## src/rtl/weight_fetch_ctrl.sv

```systemverilog
// weight_fetch_ctrl: sequential reader for the weight SRAM that streams
// each 100-bit word (25 x 4-bit weights) to the PE array weight loader.
// Ports:
//   clk, srst                  clock, synchronous active-high reset
//   start, base_addr, word_cnt request (sampled in IDLE only)
//   busy, done                 status (done is a one-cycle pulse)
//   sram_csb, sram_raddr       registered SRAM read request (csb low = read)
//   sram_rdata                 SRAM read data, valid the cycle after csb low
//   w_valid, w_ready           output stream handshake
//   w_data, w_last             weight word and end-of-request marker
module weight_fetch_ctrl #(
  parameter int ADDR_WIDTH = 17,
  parameter int DATA_WIDTH = 100,
  parameter int CNT_WIDTH  = 15,
  parameter int BUF_DEPTH  = 2
) (
  input  logic                  clk,
  input  logic                  srst,
  input  logic                  start,
  input  logic [ADDR_WIDTH-1:0] base_addr,
  input  logic [CNT_WIDTH-1:0]  word_cnt,
  output logic                  busy,
  output logic                  done,
  output logic                  sram_csb,
  output logic [ADDR_WIDTH-1:0] sram_raddr,
  input  logic [DATA_WIDTH-1:0] sram_rdata,
  output logic                  w_valid,
  input  logic                  w_ready,
  output logic [DATA_WIDTH-1:0] w_data,
  output logic                  w_last
);

  localparam int PW = (BUF_DEPTH > 1) ? $clog2(BUF_DEPTH) : 1;
  localparam int OW = $clog2(BUF_DEPTH + 1);

  typedef enum logic [1:0] {
    S_IDLE,
    S_FETCH,
    S_DRAIN,
    S_DONE
  } state_t;

  state_t r_state;
  state_t w_next;

  logic [ADDR_WIDTH-1:0] r_base;
  logic [ADDR_WIDTH-1:0] r_raddr;
  logic [CNT_WIDTH-1:0]  r_cnt;
  logic [CNT_WIDTH-1:0]  r_issued;
  logic [CNT_WIDTH-1:0]  r_ret;
  logic                  r_csb;
  logic                  r_inflight;

  logic [DATA_WIDTH-1:0] r_mem [BUF_DEPTH];
  logic                  r_mlast [BUF_DEPTH];
  logic [PW-1:0]         r_wptr;
  logic [PW-1:0]         r_rptr;
  logic [OW-1:0]         r_occ;

  // Park slot: catches a returning word that finds the FIFO full and
  // not draining, so a read already committed is never dropped.
  logic                  r_parked;
  logic [DATA_WIDTH-1:0] r_park_data;
  logic                  r_park_last;

  logic                  w_accept;
  logic                  w_issue;
  logic                  w_pop;
  logic                  w_full;
  logic                  w_pend;
  logic                  w_park;
  logic                  w_push;
  logic                  w_ret_last;
  logic                  w_push_last;
  logic [DATA_WIDTH-1:0] w_push_data;

  function automatic logic [PW-1:0] ptr_inc(input logic [PW-1:0] p);
    return (p == PW'(BUF_DEPTH - 1)) ? '0 : p + PW'(1);
  endfunction

  assign w_accept = (r_state == S_IDLE) && start
                    && (word_cnt != '0);
  assign w_pop    = w_valid && w_ready;
  assign w_full   = (r_occ == OW'(BUF_DEPTH));
  assign w_pend   = r_inflight | r_parked;

  assign w_ret_last  = (r_ret == r_cnt - CNT_WIDTH'(1));
  assign w_park      = r_inflight && w_full && !w_pop;
  assign w_push      = r_parked ? w_pop : (r_inflight && !w_park);
  assign w_push_data = r_parked ? r_park_data : sram_rdata;
  assign w_push_last = r_parked ? r_park_last : w_ret_last;

  always_ff @(posedge clk) begin
    if (srst) r_state <= S_IDLE;
    else      r_state <= w_next;
  end

  always_comb begin
    w_next  = r_state;
    w_issue = 1'b0;
    unique case (r_state)
      S_IDLE: begin
        if (start)
          w_next = (word_cnt == '0) ? S_DONE : S_FETCH;
      end
      S_FETCH: begin
        // Credit on next-cycle occupancy: pending words vs free slots.
        w_issue = (32'(r_occ) + 32'(w_pend))
                  < (32'(BUF_DEPTH) + 32'(w_pop));
        if (w_issue && (r_issued == r_cnt - CNT_WIDTH'(1)))
          w_next = S_DRAIN;
      end
      S_DRAIN: begin
        if (w_pop && w_last)
          w_next = S_DONE;
      end
      S_DONE: begin
        w_next = S_IDLE;
      end
    endcase
  end

  always_ff @(posedge clk) begin
    if (srst) begin
      r_base     <= '0;
      r_cnt      <= '0;
      r_issued   <= '0;
      r_ret      <= '0;
      r_csb      <= 1'b1;
      r_raddr    <= '0;
      r_inflight <= 1'b0;
    end else begin
      if (w_accept) begin
        r_base   <= base_addr;
        r_cnt    <= word_cnt;
        r_issued <= '0;
        r_ret    <= '0;
      end
      r_csb      <= !w_issue;
      r_inflight <= !r_csb;
      if (w_issue) begin
        r_raddr  <= r_base + ADDR_WIDTH'(r_issued);
        r_issued <= r_issued + CNT_WIDTH'(1);
      end
      if (r_inflight)
        r_ret <= r_ret + CNT_WIDTH'(1);
    end
  end

  always_ff @(posedge clk) begin
    if (srst) begin
      r_wptr      <= '0;
      r_rptr      <= '0;
      r_occ       <= '0;
      r_parked    <= 1'b0;
      r_park_data <= '0;
      r_park_last <= 1'b0;
      for (int i = 0; i < BUF_DEPTH; i++) begin
        r_mem[i]   <= '0;
        r_mlast[i] <= 1'b0;
      end
    end else begin
      if (w_push) begin
        r_mem[r_wptr]   <= w_push_data;
        r_mlast[r_wptr] <= w_push_last;
        r_wptr          <= ptr_inc(r_wptr);
      end
      if (w_pop)
        r_rptr <= ptr_inc(r_rptr);
      if (w_push && !w_pop)
        r_occ <= r_occ + OW'(1);
      else if (!w_push && w_pop)
        r_occ <= r_occ - OW'(1);
      if (w_park) begin
        r_parked    <= 1'b1;
        r_park_data <= sram_rdata;
        r_park_last <= w_ret_last;
      end else if (r_parked && w_pop) begin
        r_parked <= 1'b0;
      end
    end
  end

  assign busy       = (r_state == S_FETCH) || (r_state == S_DRAIN);
  assign done       = (r_state == S_DONE);
  assign sram_csb   = r_csb;
  assign sram_raddr = r_raddr;
  assign w_valid    = (r_occ != '0);
  assign w_data     = r_mem[r_rptr];
  assign w_last     = r_mlast[r_rptr];

  a_no_overflow: assert property (@(posedge clk) disable iff (srst)
    !(w_push && w_full && !w_pop));
  a_no_double_park: assert property (@(posedge clk) disable iff (srst)
    !(w_park && r_parked));

endmodule
```

## config.mk

```make
export PLATFORM = sky130hd
export DESIGN_NAME = weight_fetch_ctrl
export DESIGN_NICKNAME = d
export VERILOG_FILES = /design/src/rtl/weight_fetch_ctrl.sv
export SDC_FILE = /design/constraint.sdc
export NUM_CORES = 1
export LEC_CHECK = 0
export CAP_MARGIN = 20
export CELL_PAD_IN_SITES_DETAIL_PLACEMENT = 0
export CELL_PAD_IN_SITES_GLOBAL_PLACEMENT = 1
export CORE_ASPECT_RATIO = 1.25
export CORE_MARGIN = 1.5
export CORE_UTILIZATION = 33
export DETAILED_ROUTE_END_ITERATION = 10
export PLACE_DENSITY_LB_ADDON = 0.1
export SKIP_LAST_GASP = 1
export SYNTH_ARGS = -nofsm -noshare
export SYNTH_HDL_FRONTEND = slang
export SYNTH_SLANG_ARGS = --single-unit
```

## constraint.sdc

```tcl
create_clock -name clk -period 8 [get_ports clk]
set_clock_uncertainty 0.2 [all_clocks]
set_input_delay 0.8 -clock clk [delete_from_list [all_inputs] [get_ports clk]]
set_output_delay 0.8 -clock clk [all_outputs]
set_load 0.02 [all_outputs]
```

==> impl_metrics.xml <==
<?xml version="1.0" encoding="UTF-8"?>
<metrics>
  <group name="clocking">
    <metric name="cts_post_setup_buffers_inserted" unit="">0</metric>
    <metric name="holdBufCountCts" unit="">0</metric>
    <metric name="cts_max_path_buffers" unit="">3</metric>
    <metric name="post_cts_resized" unit="">0</metric>
    <metric name="cts_tree" unit="">built</metric>
    <metric name="clkSlewWorstSetupHoldPaths" unit="ns">0.06</metric>
    <metric name="cts.sink_count" unit="">392</metric>
    <metric name="cts-buffers-inserted" unit="">44</metric>
    <metric name="insertion_delay_to_the_later_sink_of_the_worst_skew_pair" unit="ns">0.56</metric>
    <metric name="clock_tree.root_cell" unit="">clkbuf_16</metric>
    <metric name="htree_levels" unit="">2</metric>
  </group>
  <group name="sta">
    <metric name="maxClockFrequency" unit="MHz">230</metric>
    <metric name="grt_setup_unrepaired" unit="">no</metric>
    <metric name="timing.slew.headroom" unit="">0.281</metric>
    <metric name="hold_slack" unit="ns">0.251</metric>
    <metric name="timing.final.setup_violations" unit="">0</metric>
    <metric name="number_of_hold_violations_in_the_final_report" unit="">0</metric>
    <metric name="fin_setup_tns" unit="ns">0</metric>
    <metric name="timing.final.max_slew_violations" unit="">0</metric>
    <metric name="tightestPinTransition" unit="ns">1.08</metric>
    <metric name="layout_worst_path_cycle_share" unit="">0.542</metric>
    <metric name="period_minus_slack" unit="ns">4.34</metric>
  </group>
  <group name="logic_synthesis">
    <metric name="synthArstFlopShare" unit="">0</metric>
    <metric name="synth_area" unit="sq um">17800</metric>
    <metric name="post_synth_inst_count" unit="">1750</metric>
    <metric name="synth.top_cells.by_count" unit="">nand2_1, nor2_1, edfxtp_1</metric>
    <metric name="yosys_warnings" unit="">0</metric>
    <metric name="synthesis.area_per_instance" unit="sq um">10.1</metric>
    <metric name="edff_count_synth" unit="">202</metric>
    <metric name="netlist-cell-type-count" unit="">60</metric>
    <metric name="synthMostInstantiatedCell" unit="">nand2_1</metric>
    <metric name="synth.top_cell.area_share" unit="">0.342</metric>
    <metric name="top_cells_by_area_synth" unit="">edfxtp_1, dfxtp_1, nand2_1</metric>
    <metric name="seq_area_frac_synth" unit="">0.556</metric>
    <metric name="synthFlopType" unit="">edfxtp_1</metric>
    <metric name="post-synth-top-area-cell" unit="">edfxtp_1</metric>
    <metric name="syn_nets" unit="">1913</metric>
    <metric name="synth.ff_latch_count" unit="">392</metric>
  </group>
  <group name="setup_path">
    <metric name="endpoint_class_of_the_critical_path" unit="">flip-flop</metric>
    <metric name="crit_family" unit="">simple AND/OR/NAND/NOR gates</metric>
    <metric name="crit_fanout" unit="">60</metric>
    <metric name="timing.critical_path.arrival" unit="ns">4.42</metric>
    <metric name="crit_slowest_cell" unit="">or4b_4</metric>
    <metric name="critPathBufInv" unit="">3</metric>
    <metric name="crit_chain" unit="">buf_4 -&gt; clkinv_1 -&gt; or4b_4 -&gt; nor2_1 -&gt; a21oi_1 -&gt; nand2_1 -&gt; nor2_1 -&gt; nand2_4 -&gt; nand2b_4 -&gt; buf_4</metric>
    <metric name="worstPathRequired" unit="ns">8.08</metric>
    <metric name="timing_worst_setup_path_type" unit="">reg -&gt; reg</metric>
    <metric name="critical-path-max-stage-delay" unit="ns">0.78</metric>
    <metric name="start_kind" unit="">flip-flop</metric>
  </group>
  <group name="global_routing">
    <metric name="grt_max_degree" unit="">102</metric>
    <metric name="number_of_global_route_vias_before_repair" unit="">12700</metric>
    <metric name="global_route.usage.total" unit="">0.178</metric>
    <metric name="grt-ovfl-total" unit="">0</metric>
    <metric name="grt_antenna_before_repair" unit="">2</metric>
    <metric name="grt_first_pass_wirelength" unit="mm">75.8</metric>
  </group>
  <group name="die">
    <metric name="ios" unit="">258</metric>
    <metric name="start_util" unit="">0.335</metric>
    <metric name="rows" unit="">94</metric>
    <metric name="core_area" unit="sq um">52900</metric>
    <metric name="die_area" unit="sq um">55200</metric>
    <metric name="die_height" unit="um">262</metric>
    <metric name="dieWidth" unit="um">210</metric>
  </group>
  <group name="route">
    <metric name="detail-route-antenna-nets" unit="">0</metric>
    <metric name="detailedRoute.firstIterationViolations" unit="">599</metric>
    <metric name="remaining_drcs" unit="">0</metric>
    <metric name="drt_wl_total" unit="mm">49.7</metric>
    <metric name="routed-via-count" unit="">13100</metric>
    <metric name="routed_via_density" unit="">4.90</metric>
    <metric name="drt-pass1-iter-count" unit="">5</metric>
    <metric name="routedWlPerCell" unit="um">18.7</metric>
  </group>
  <group name="finish">
    <metric name="final_util" unit="">0.420</metric>
    <metric name="final_area" unit="sq um">22200</metric>
    <metric name="area_growth" unit="%">25.2</metric>
    <metric name="layout.nets" unit="">2117</metric>
    <metric name="drive_gt1_frac" unit="">0.100</metric>
  </group>
  <group name="pwr">
    <metric name="p_leak" unit="nW">7.70</metric>
    <metric name="power.ir.vdd_worst" unit="mV">0.167</metric>
    <metric name="power.density" unit="nW/um^2">262</metric>
    <metric name="total_power" unit="W">0.00582</metric>
  </group>
  <group name="place">
    <metric name="io_buffers" unit="">257</metric>
    <metric name="dpl_cell_area" unit="sq um">20900</metric>
    <metric name="detailed_place_hpwl" unit="mm">31.4</metric>
    <metric name="gpl.final_weighted_congestion" unit="">0.797</metric>
  </group>
  <group name="run">
    <metric name="max_cap_violations" unit="">0</metric>
  </group>
  <group name="min_path">
    <metric name="min-delay-path-class" unit="">reg -&gt; reg</metric>
  </group>
  <group name="run_status">
    <metric name="run_status" unit="">completed</metric>
  </group>
</metrics>
-- area by class of cell --
type	count	area, sq um
fillers	5152	30700
flip-flops and latches	392	9880
multi-input cells	1224	7400
repair buffers	275	2720
clock buffers	61	1210
well taps	672	841
clock inverters	21	113
inverters	17	63.8
diodes	1	2.50
-- power breakdown --
| group | switching, W | internal, W |
|---|---|---|
| Clock | 0.000819 | 0.00106 |
| Combinational | 0.000854 | 0.000717 |
| Sequential | 0.000115 | 0.00226 |
| Total | 0.00179 | 0.00403 |
-- registers in the layout, indices dropped and copies added (netlist names), named ones only --
register / cells
r_parked: 1
r_state: 2
sram_raddr: 17
r_base: 17
r_inflight: 1
r_park_last: 1
r_occ: 2
r_rptr: 1
r_cnt: 15
r_wptr: 1
r_issued: 15
r_ret: 15
r_mem: 200
sram_csb: 1
r_park_data: 100
r_mlast: 2
-- cells in the final DEF (no fill, tap or decap), types with 17 or more instances in the layout --
| cell | count |
|---|---|
| mux2_2 | 104 |
| nand2_1 | 313 |
| a21oi_1 | 173 |
| dfxtp_1 | 188 |
| buf_4 | 17 |
| mux2i_1 | 106 |
| clkdlybuf4s50_1 | 256 |
| clkbuf_16 | 45 |
| o21ai_0 | 33 |
| ha_1 | 26 |
| and3_1 | 18 |
| xor2_1 | 24 |
| xnor2_1 | 30 |
| nor2_1 | 260 |
| edfxtp_1 | 202 |
-- metal layers --
| metal | part of all wire | vias to the layer above | GRT usage |
|---|---|---|---|
| met3 | 0.038 | 62 | 0.0266 |
| met4 | 0.019 | 2 | 0.0492 |
| li1 | - | 6475 | - |
| met2 | 0.52 | 253 | 0.317 |
| met1 | 0.43 | 6266 | 0.223 |
| met5 | 0.00018 | - | 0 |
-- per-stage QoR --
step | setup WS, ns | instances
2_1_floorplan | 1.23 | 1750
3_3_place_gp | 3.08 | 2580
3_5_place_dp | 3.05 | 2580
4_1_cts | 3.56 | 2662
5_1_grt | 3.33 | 2663
6_report | 3.66 | 2663
-- path summary, 6_finish.rpt --
kind	start	end	slack, ns	cells past startpoint
max	r_inflight	r_mem[1][27]	3.66	10
min	r_park_data[85]	r_park_data[85]	0.25	2
max reg2reg	r_inflight	r_mem[1][27]	3.66	10
min reg2reg	r_park_data[85]	r_park_data[85]	0.25	2
-- kinds of logic after synthesis --
family / Yosys count / synth area share
AND/OR/NAND/NOR: 677 / 0.161
flip-flops: 392 / 0.556
AO/OA/AOI/OAI: 256 / 0.0813
multiplexers: 210 / 0.126
buffers and inverters: 134 / 0.0298
XOR/XNOR: 54 / 0.0266
adder cells (fa/ha/maj): 27 / 0.0194
-- tightest hold or removal path: cells and delay by family, from the launching register on --
family / cells / cell delay (ns)
compound gates: 1 / 0.05
flops: 1 / 0.30
simple gates: 1 / 0.05
(Power assumes the default switching activity.)
